`config.mk`:
```
export PLATFORM = sky130hd
export DESIGN_NAME = axi_lite_master_dual
export DESIGN_NICKNAME = d
export VERILOG_FILES = /design/src/rtl/axi_lite_master_dual.sv
export SDC_FILE = /design/constraint.sdc
export NUM_CORES = 1
export LEC_CHECK = 0
export ABC_CLOCK_PERIOD_IN_PS = 17500
export CAP_MARGIN = 15
export CORE_ASPECT_RATIO = 0.75
export CORE_MARGIN = 1.5
export CORE_UTILIZATION = 45
export DETAILED_ROUTE_END_ITERATION = 6
export HOLD_SLACK_MARGIN = 0.06
export PLACE_DENSITY_LB_ADDON = 0.05
export SYNTH_ARGS = -nofsm -noshare
export SYNTH_HDL_FRONTEND = slang
export SYNTH_SLANG_ARGS = --single-unit
```
`constraint.sdc`:
```
create_clock -name clk -period 17.5 [get_ports clk]
set_input_delay 3.5 -clock clk [delete_from_list [all_inputs] [get_ports clk]]
set_output_delay 3.5 -clock clk [all_outputs]
set_load 0.02 [all_outputs]
```
`src/rtl/axi_lite_master_dual.sv`:
```
// AXI4-Lite master with independent write and read engines.
// Each engine runs one transaction at a time and aborts on a stall timeout.
module axi_lite_master_dual #(
    parameter int ADDR_WIDTH = 32,
    parameter int DATA_WIDTH = 32,
    parameter int TIMEOUT    = 256
) (
    input  logic                    clk,
    input  logic                    rst,
    // write address channel
    output logic [ADDR_WIDTH-1:0]   awaddr,
    output logic                    awvalid,
    input  logic                    awready,
    // write data channel
    output logic [DATA_WIDTH-1:0]   wdata,
    output logic [DATA_WIDTH/8-1:0] wstrb,
    output logic                    wvalid,
    input  logic                    wready,
    // write response channel
    input  logic [1:0]              bresp,
    input  logic                    bvalid,
    output logic                    bready,
    // read address channel
    output logic [ADDR_WIDTH-1:0]   araddr,
    output logic                    arvalid,
    input  logic                    arready,
    // read data channel
    input  logic [DATA_WIDTH-1:0]   rdata,
    input  logic [1:0]              rresp,
    input  logic                    rvalid,
    output logic                    rready,
    // user write command
    input  logic                    write_req,
    input  logic [ADDR_WIDTH-1:0]   write_addr,
    input  logic [DATA_WIDTH-1:0]   write_data,
    input  logic [DATA_WIDTH/8-1:0] write_strb,
    output logic                    write_ready,
    output logic                    write_done,
    output logic [1:0]              write_resp,
    output logic                    write_timeout,
    // user read command
    input  logic                    read_req,
    input  logic [ADDR_WIDTH-1:0]   read_addr,
    output logic                    read_ready,
    output logic                    read_done,
    output logic [DATA_WIDTH-1:0]   read_data,
    output logic [1:0]              read_resp,
    output logic                    read_timeout
);

    localparam int SW = DATA_WIDTH / 8;
    localparam int CW = (TIMEOUT > 2) ? $clog2(TIMEOUT) : 1;
    localparam logic [CW-1:0] CNT_LAST = CW'((TIMEOUT > 0) ? TIMEOUT - 1 : 0);
    localparam bit TO_EN = (TIMEOUT != 0);
    localparam logic [1:0] RESP_SLVERR = 2'b10;

    typedef enum logic [1:0] {
        W_IDLE,
        W_ISSUE,
        W_RESP
    } wstate_e;

    typedef enum logic [1:0] {
        R_IDLE,
        R_ADDR,
        R_DATA
    } rstate_e;

    // write engine state
    wstate_e                 wstate_q;
    logic [ADDR_WIDTH-1:0]   awaddr_q;
    logic                    awvalid_q;
    logic [DATA_WIDTH-1:0]   wdata_q;
    logic [SW-1:0]           wstrb_q;
    logic                    wvalid_q;
    logic                    bready_q;
    logic                    aw_done_q;
    logic                    w_done_q;
    logic                    write_done_q;
    logic [1:0]              write_resp_q;
    logic                    write_timeout_q;
    logic [CW-1:0]           wcnt_q;
    logic [CW-1:0]           wcnt_d;

    // read engine state
    rstate_e                 rstate_q;
    logic [ADDR_WIDTH-1:0]   araddr_q;
    logic                    arvalid_q;
    logic                    rready_q;
    logic                    read_done_q;
    logic [DATA_WIDTH-1:0]   read_data_q;
    logic [1:0]              read_resp_q;
    logic                    read_timeout_q;
    logic [CW-1:0]           rcnt_q;
    logic [CW-1:0]           rcnt_d;

    // handshakes and terminal-count flags
    logic aw_hs;
    logic w_hs;
    logic b_hs;
    logic ar_hs;
    logic r_hs;
    logic aw_ok;
    logic w_ok;
    logic w_term;
    logic r_term;

    assign aw_hs  = awvalid_q & awready;
    assign w_hs   = wvalid_q & wready;
    assign b_hs   = bready_q & bvalid;
    assign ar_hs  = arvalid_q & arready;
    assign r_hs   = rready_q & rvalid;

    // address or data phase finished now or earlier
    assign aw_ok  = aw_done_q | aw_hs;
    assign w_ok   = w_done_q | w_hs;

    assign w_term = TO_EN && (wcnt_q == CNT_LAST);
    assign r_term = TO_EN && (rcnt_q == CNT_LAST);

    assign write_ready   = (wstate_q == W_IDLE);
    assign read_ready    = (rstate_q == R_IDLE);

    assign awaddr        = awaddr_q;
    assign awvalid       = awvalid_q;
    assign wdata         = wdata_q;
    assign wstrb         = wstrb_q;
    assign wvalid        = wvalid_q;
    assign bready        = bready_q;
    assign write_done    = write_done_q;
    assign write_resp    = write_resp_q;
    assign write_timeout = write_timeout_q;

    assign araddr        = araddr_q;
    assign arvalid       = arvalid_q;
    assign rready        = rready_q;
    assign read_done     = read_done_q;
    assign read_data     = read_data_q;
    assign read_resp     = read_resp_q;
    assign read_timeout  = read_timeout_q;

    // stall counters: zero while idle, saturate at the terminal count
    always_comb begin
        wcnt_d = wcnt_q;
        rcnt_d = rcnt_q;
        if (wstate_q == W_IDLE) begin
            wcnt_d = '0;
        end else if (wcnt_q != CNT_LAST) begin
            wcnt_d = wcnt_q + 1'b1;
        end
        if (rstate_q == R_IDLE) begin
            rcnt_d = '0;
        end else if (rcnt_q != CNT_LAST) begin
            rcnt_d = rcnt_q + 1'b1;
        end
    end

    // stall counter registers
    always_ff @(posedge clk or posedge rst) begin
        if (rst) begin
            wcnt_q <= '0;
            rcnt_q <= '0;
        end else begin
            wcnt_q <= wcnt_d;
            rcnt_q <= rcnt_d;
        end
    end

    // write engine: issue AW and W together, then collect B
    always_ff @(posedge clk or posedge rst) begin
        if (rst) begin
            wstate_q        <= W_IDLE;
            awaddr_q        <= '0;
            awvalid_q       <= 1'b0;
            wdata_q         <= '0;
            wstrb_q         <= '0;
            wvalid_q        <= 1'b0;
            bready_q        <= 1'b0;
            aw_done_q       <= 1'b0;
            w_done_q        <= 1'b0;
            write_done_q    <= 1'b0;
            write_resp_q    <= 2'b00;
            write_timeout_q <= 1'b0;
        end else begin
            write_done_q <= 1'b0;
            unique case (wstate_q)
                W_IDLE: begin
                    if (write_req) begin
                        wstate_q  <= W_ISSUE;
                        awaddr_q  <= write_addr;
                        wdata_q   <= write_data;
                        wstrb_q   <= write_strb;
                        awvalid_q <= 1'b1;
                        wvalid_q  <= 1'b1;
                        aw_done_q <= 1'b0;
                        w_done_q  <= 1'b0;
                    end
                end
                W_ISSUE: begin
                    if (aw_hs) begin
                        awvalid_q <= 1'b0;
                        aw_done_q <= 1'b1;
                    end
                    if (w_hs) begin
                        wvalid_q <= 1'b0;
                        w_done_q <= 1'b1;
                    end
                    if (aw_ok && w_ok) begin
                        wstate_q <= W_RESP;
                        bready_q <= 1'b1;
                    end else if (w_term && !aw_hs && !w_hs) begin
                        wstate_q        <= W_IDLE;
                        awvalid_q       <= 1'b0;
                        wvalid_q        <= 1'b0;
                        bready_q        <= 1'b0;
                        write_done_q    <= 1'b1;
                        write_resp_q    <= RESP_SLVERR;
                        write_timeout_q <= 1'b1;
                    end
                end
                W_RESP: begin
                    if (b_hs) begin
                        wstate_q        <= W_IDLE;
                        bready_q        <= 1'b0;
                        write_done_q    <= 1'b1;
                        write_resp_q    <= bresp;
                        write_timeout_q <= 1'b0;
                    end else if (w_term) begin
                        wstate_q        <= W_IDLE;
                        bready_q        <= 1'b0;
                        write_done_q    <= 1'b1;
                        write_resp_q    <= RESP_SLVERR;
                        write_timeout_q <= 1'b1;
                    end
                end
                default: begin
                    wstate_q <= W_IDLE;
                end
            endcase
        end
    end

    // read engine: issue AR, then collect R
    always_ff @(posedge clk or posedge rst) begin
        if (rst) begin
            rstate_q       <= R_IDLE;
            araddr_q       <= '0;
            arvalid_q      <= 1'b0;
            rready_q       <= 1'b0;
            read_done_q    <= 1'b0;
            read_data_q    <= '0;
            read_resp_q    <= 2'b00;
            read_timeout_q <= 1'b0;
        end else begin
            read_done_q <= 1'b0;
            unique case (rstate_q)
                R_IDLE: begin
                    if (read_req) begin
                        rstate_q  <= R_ADDR;
                        araddr_q  <= read_addr;
                        arvalid_q <= 1'b1;
                    end
                end
                R_ADDR: begin
                    if (ar_hs) begin
                        rstate_q  <= R_DATA;
                        arvalid_q <= 1'b0;
                        rready_q  <= 1'b1;
                    end else if (r_term) begin
                        rstate_q       <= R_IDLE;
                        arvalid_q      <= 1'b0;
                        rready_q       <= 1'b0;
                        read_done_q    <= 1'b1;
                        read_resp_q    <= RESP_SLVERR;
                        read_timeout_q <= 1'b1;
                    end
                end
                R_DATA: begin
                    if (r_hs) begin
                        rstate_q       <= R_IDLE;
                        rready_q       <= 1'b0;
                        read_done_q    <= 1'b1;
                        read_data_q    <= rdata;
                        read_resp_q    <= rresp;
                        read_timeout_q <= 1'b0;
                    end else if (r_term) begin
                        rstate_q       <= R_IDLE;
                        rready_q       <= 1'b0;
                        read_done_q    <= 1'b1;
                        read_resp_q    <= RESP_SLVERR;
                        read_timeout_q <= 1'b1;
                    end
                end
                default: begin
                    rstate_q <= R_IDLE;
                end
            endcase
        end
    end

endmodule
```
==> impl_summary.log <==
INFO  metric cts_hold_buf = 0
INFO  metric synth.net_count = 626
INFO  metric portBuffers = 291
INFO  metric mean_cell_area_of_the_mapped_netlist = 14.4 µm²
INFO  metric critical_path.top_delay_family = buffers and inverters
INFO  metric timing_worst_setup_path_type = reg2out
INFO  metric grt_util_all_layers = 22.2%
INFO  metric power.static_leakage = ~4.4 nW
INFO  metric n_fill_cell = 1,000
INFO  metric cts_setup_buffers = 0
INFO  metric chipHeight = 109 µm
INFO  metric cp.required = 14.00 ns
INFO  metric worst_hold_path_type = reg2reg
INFO  metric most_numerous_cell_in_the_yosys_netlist = sky130_fd_sc_hd__dfrtp_1
INFO  metric syn_area = a little under 7000 µm²
INFO  metric core_area = 14,600 µm²
INFO  metric endpoints_failing_hold = 0
INFO  metric start_point_of_the_critical_path = rstate_q[0]
INFO  metric drt-vias-per-instance = 5.07
INFO  metric post_synth_num_cell_types = 50
INFO  metric antenna_found_initial = 0
INFO  metric clock.fmax = approximately 180 MHz
INFO  metric mux_contribution_to_synthesized_area = ~22%
INFO  metric worst_setup_path_start_kind = flop
INFO  metric max_slew_margin = 37.1%
INFO  metric detailed_place.area = 9900 µm²
INFO  metric whs_endpoint = araddr[8]
INFO  metric fin_hold_ws = 0.503 ns
INFO  metric insertion_delay = 0.42 ns
INFO  metric largest_family_of_logic_cells_by_synthesized_area = multiplexers
INFO  metric cts_max_level = 4
INFO  metric synthTopCellsByCount = sky130_fd_sc_hd__dfrtp_1 (167), sky130_fd_sc_hd__mux2_2 (132), sky130_fd_sc_hd__nor2_1 (19)
INFO  metric timing.rr.end = read_resp[1]
INFO  metric pwr-share-clk = 21.0%
INFO  metric drtPass1Iterations = 4
INFO  metric setup_viol_count_final = 0
INFO  metric intPower = 0.00134 W
INFO  metric synth.yosys.warnings = 0
INFO  metric worst_path_max_delay_cell = sky130_fd_sc_hd__clkdlybuf4s50_1
INFO  metric critical_path.max_stage_delay = between 0.7 and 0.8 ns
INFO  metric drt_iter0_markers = between 200 and 250
INFO  metric clkSinkCount = 167
INFO  metric placementRows = 38
INFO  metric timing.reg2reg.worst_path_depth = 4
INFO  metric synth_compound_gate_area_share = 6.78%
INFO  metric synthesis.instances = 472
INFO  metric cp_cell_sequence = inv_1, ha_1, clkdlybuf4s50_1
INFO  metric wl = 16,900 µm
INFO  metric fp.dieArea = 15,800 µm²
INFO  metric timing.final.crit_share = about a third
INFO  metric p_comb_share = 46.5%
INFO  metric final_nets = 920
INFO  metric die_span_x = 145 µm
INFO  metric synth_top_cell_by_area = sky130_fd_sc_hd__dfrtp_1
INFO  metric finalMaxSlewViolations = 0
INFO  metric final_period_minus_worst_setup_slack = 5.59 ns
INFO  metric regToRegSetupSlack = approximately 15 ns
INFO  metric power_frac_seq = approximately a third
INFO  metric ant_cells = 0
INFO  metric drc = 0
INFO  metric cts_bufs_inserted = 17
INFO  metric pwr_density_cell = 191 nW/µm²
INFO  metric postRouteAntennaNets = 0
INFO  metric critical_path_peak_fanout = 12
INFO  metric number_of_buffer_and_inverter_instances_along_the_worst_setup_path = 2
INFO  metric tightestPinTransition = 0.942 ns
INFO  metric cts_tree = yes
INFO  metric route.vias.total = 4,955
INFO  metric clock_tree.buffer_depth = 2
INFO  metric synth_seq_cells = 167
INFO  metric ffs_w_async_s_r_synth = 100%
INFO  metric xor_and_xnor_area_share_after_synthesis = less than 1%
INFO  metric switching_share = 33.9%
INFO  metric synth_edf_count = 0
INFO  metric cts_resized = 0
INFO  metric worst_hold_path.num_cells = 1
INFO  metric synth_area_leaders = sky130_fd_sc_hd__dfrtp_1 (62%), sky130_fd_sc_hd__mux2_2 (22%), sky130_fd_sc_hd__ha_1 (1.7%)
INFO  metric critical_path_arrival = 2.09 ns
INFO  metric grt-ovfl-total = 0
INFO  metric rsz_0062_raised_after_global_routing = no
INFO  metric design_area = approximately 11,000 µm²
INFO  metric root_buffer = sky130_fd_sc_hd__clkbuf_16
INFO  metric fin_total_pwr = 0.00202 W
INFO  metric synthAdderAreaFrac = 1.66%
INFO  metric grt_max_degree = between 90 and 100
INFO  metric max_capacitance_violation_count = 0
INFO  metric clk_pin_slew_worst_paths = roughly 0.060 ns
INFO  metric p_sw = 0.000685 W
INFO  metric post_drt_wl_per_cell = 17.3 µm
INFO  metric worst_r2r_startpoint = rstate_q[0]
INFO  metric finalWeightedCongestion = 0.840
INFO  metric initial_core_util = a little under half
INFO  metric synthSimpleGateAreaFrac = 4.85%
INFO  metric run_status = complete, no violations
INFO  metric dp_hpwl = 12,200 µm
INFO  metric part_of_the_yosys_area_used_for_sequential_elements = 61.6%
INFO  metric finalClockSkew = 0.00587 ns
INFO  metric synthToLayoutAreaGrowth = 55.8%
INFO  metric post-synth-top-area-fraction = 61.6%
INFO  metric timing.critical_path.to_type = output pin
INFO  metric io_pins = 292
INFO  metric setup_tns = 0 ns
INFO  metric ys_dominant_reg_cell = sky130_fd_sc_hd__dfrtp_1
INFO  metric vdd_drop_max = roughly 0.11 mV
INFO  metric fraction_of_final_layout_cells_sized_beyond_drive_strength_1 = 22.7%
INFO  metric worst_hold_startpoint = araddr[8]
INFO  metric number_of_global_route_vias_before_repair = 5,217
INFO  metric wire_length_of_the_first_global_routing_pass = between 20,000 and 30,000 µm
-- worst reg2reg max path: stages, from the launching register on --
cell and delay [ns]:
sky130_fd_sc_hd__dfrtp_1 0.41, sky130_fd_sc_hd__inv_1 0.12, sky130_fd_sc_hd__ha_1 0.32, sky130_fd_sc_hd__nand3_2 0.77, sky130_fd_sc_hd__o32a_1 0.65
-- power groups by stage --
stage | registers [W] | clock network, W | logic (W)
floorplan | 0.000852 | 0 | 0.000308
global placement | 0.000651 | 0 | 0.000934
detailed placement | 0.000660 | 0 | 0.000948
CTS | 0.000657 | 0.000435 | 0.000953
global route | 0.000680 | 0.000453 | 0.00100
finish | 0.000657 | 0.000425 | 0.000941
-- state kept, by name, indices dropped and copies added, names as in the netlist, 2 cells and up --
name,flops
araddr,32
awaddr,32
rcnt_q,8
read_data,32
read_resp,2
rstate_q,2
wcnt_q,8
wdata,32
write_resp,2
wstate_q,2
wstrb,4
-- layout by cell type, fill, tap and decap left out, drive strengths merged, types with 2 or more instances in the layout --
| cell type | Yosys | routed |
|---|---|---|
| clkdlybuf4s50 | 0 | 291 |
| dfrtp | 167 | 167 |
| mux2 | 133 | 133 |
| clkbuf | 11 | 22 |
| nor2 | 19 | 19 |
| a21oi | 16 | 16 |
| o21ai | 13 | 13 |
| nand2 | 10 | 10 |
| ha | 9 | 9 |
| inv | 9 | 9 |
| o211ai | 7 | 7 |
| nand3 | 7 | 7 |
| xor2 | 6 | 6 |
| bufinv | 0 | 6 |
| and3 | 4 | 4 |
| o2111ai | 4 | 4 |
| a31oi | 4 | 4 |
| nand4 | 4 | 4 |
| nor3 | 3 | 3 |
| o21bai | 3 | 3 |
| and4 | 3 | 3 |
| buf | 8 | 3 |
| o31ai | 3 | 3 |
| nor2b | 2 | 2 |
| a32oi | 2 | 2 |
| o2bb2ai | 2 | 2 |
| nand2b | 2 | 2 |
| o21a | 2 | 2 |
| mux2i | 2 | 2 |
| a32o | 2 | 2 |
| a22o | 2 | 2 |
-- final cells by class --
cell class                      instances  area [µm²]  area share (%)
Timing Repair Buffer                  294        2940            27.8
Tap cell                              200         250            2.37
Multi-Input combinational cell        277        2490            23.6
Inverter                                9        38.8           0.367
Sequential cell                       167        4180            39.5
Clock inverter                          8         193            1.82
Clock buffer                           22         484            4.58
-- cell families after synthesis --
logic type | Yosys count
AO/OA/AOI/OAI | 66
XOR/XNOR | 7
flip-flops | 167
buffers and inverters | 28
multiplexers | 135
adder cells (fa/ha/maj) | 9
AND/OR/NAND/NOR | 60
-- metrics by stage --
stage	util, %	instances	worst slack (ns)
2_1_floorplan	-	472	9.48
3_3_place_gp	67.8	947	11.93
3_5_place_dp	67.8	947	11.87
4_1_cts	72.4	977	11.90
5_1_grt	72.4	977	11.77
6_report	72.4	977	11.91
-- layer usage --
| metal | vias to the layer above | share of wire (%) | wire length [µm] | track usage (%) |
|---|---|---|---|---|
| li1 | 2293 | - | - | - |
| met1 | 2441 | 38 | 6500 | 26.1 |
| met2 | 194 | 51 | 8710 | 37.6 |
| met3 | 27 | 7.9 | 1340 | 8.10 |
| met4 | 0 | 2.1 | 360 | 8.23 |
| met5 | - | 0 | 0 | 0 |
-- how the worst max path moves through the flow --
stage | cells after the start | end | slack, ns
4_1_cts | 3 | read_ready | 11.90
2_1_floorplan | 1 | araddr[0] | 9.48
3_3_place_gp | 3 | read_data[18] | 11.93
6_report | 3 | read_ready | 11.91
3_5_place_dp | 3 | wdata[28] | 11.87
5_1_grt | 3 | read_ready | 11.77
Note: power is estimated with default switching activity, not from simulation.
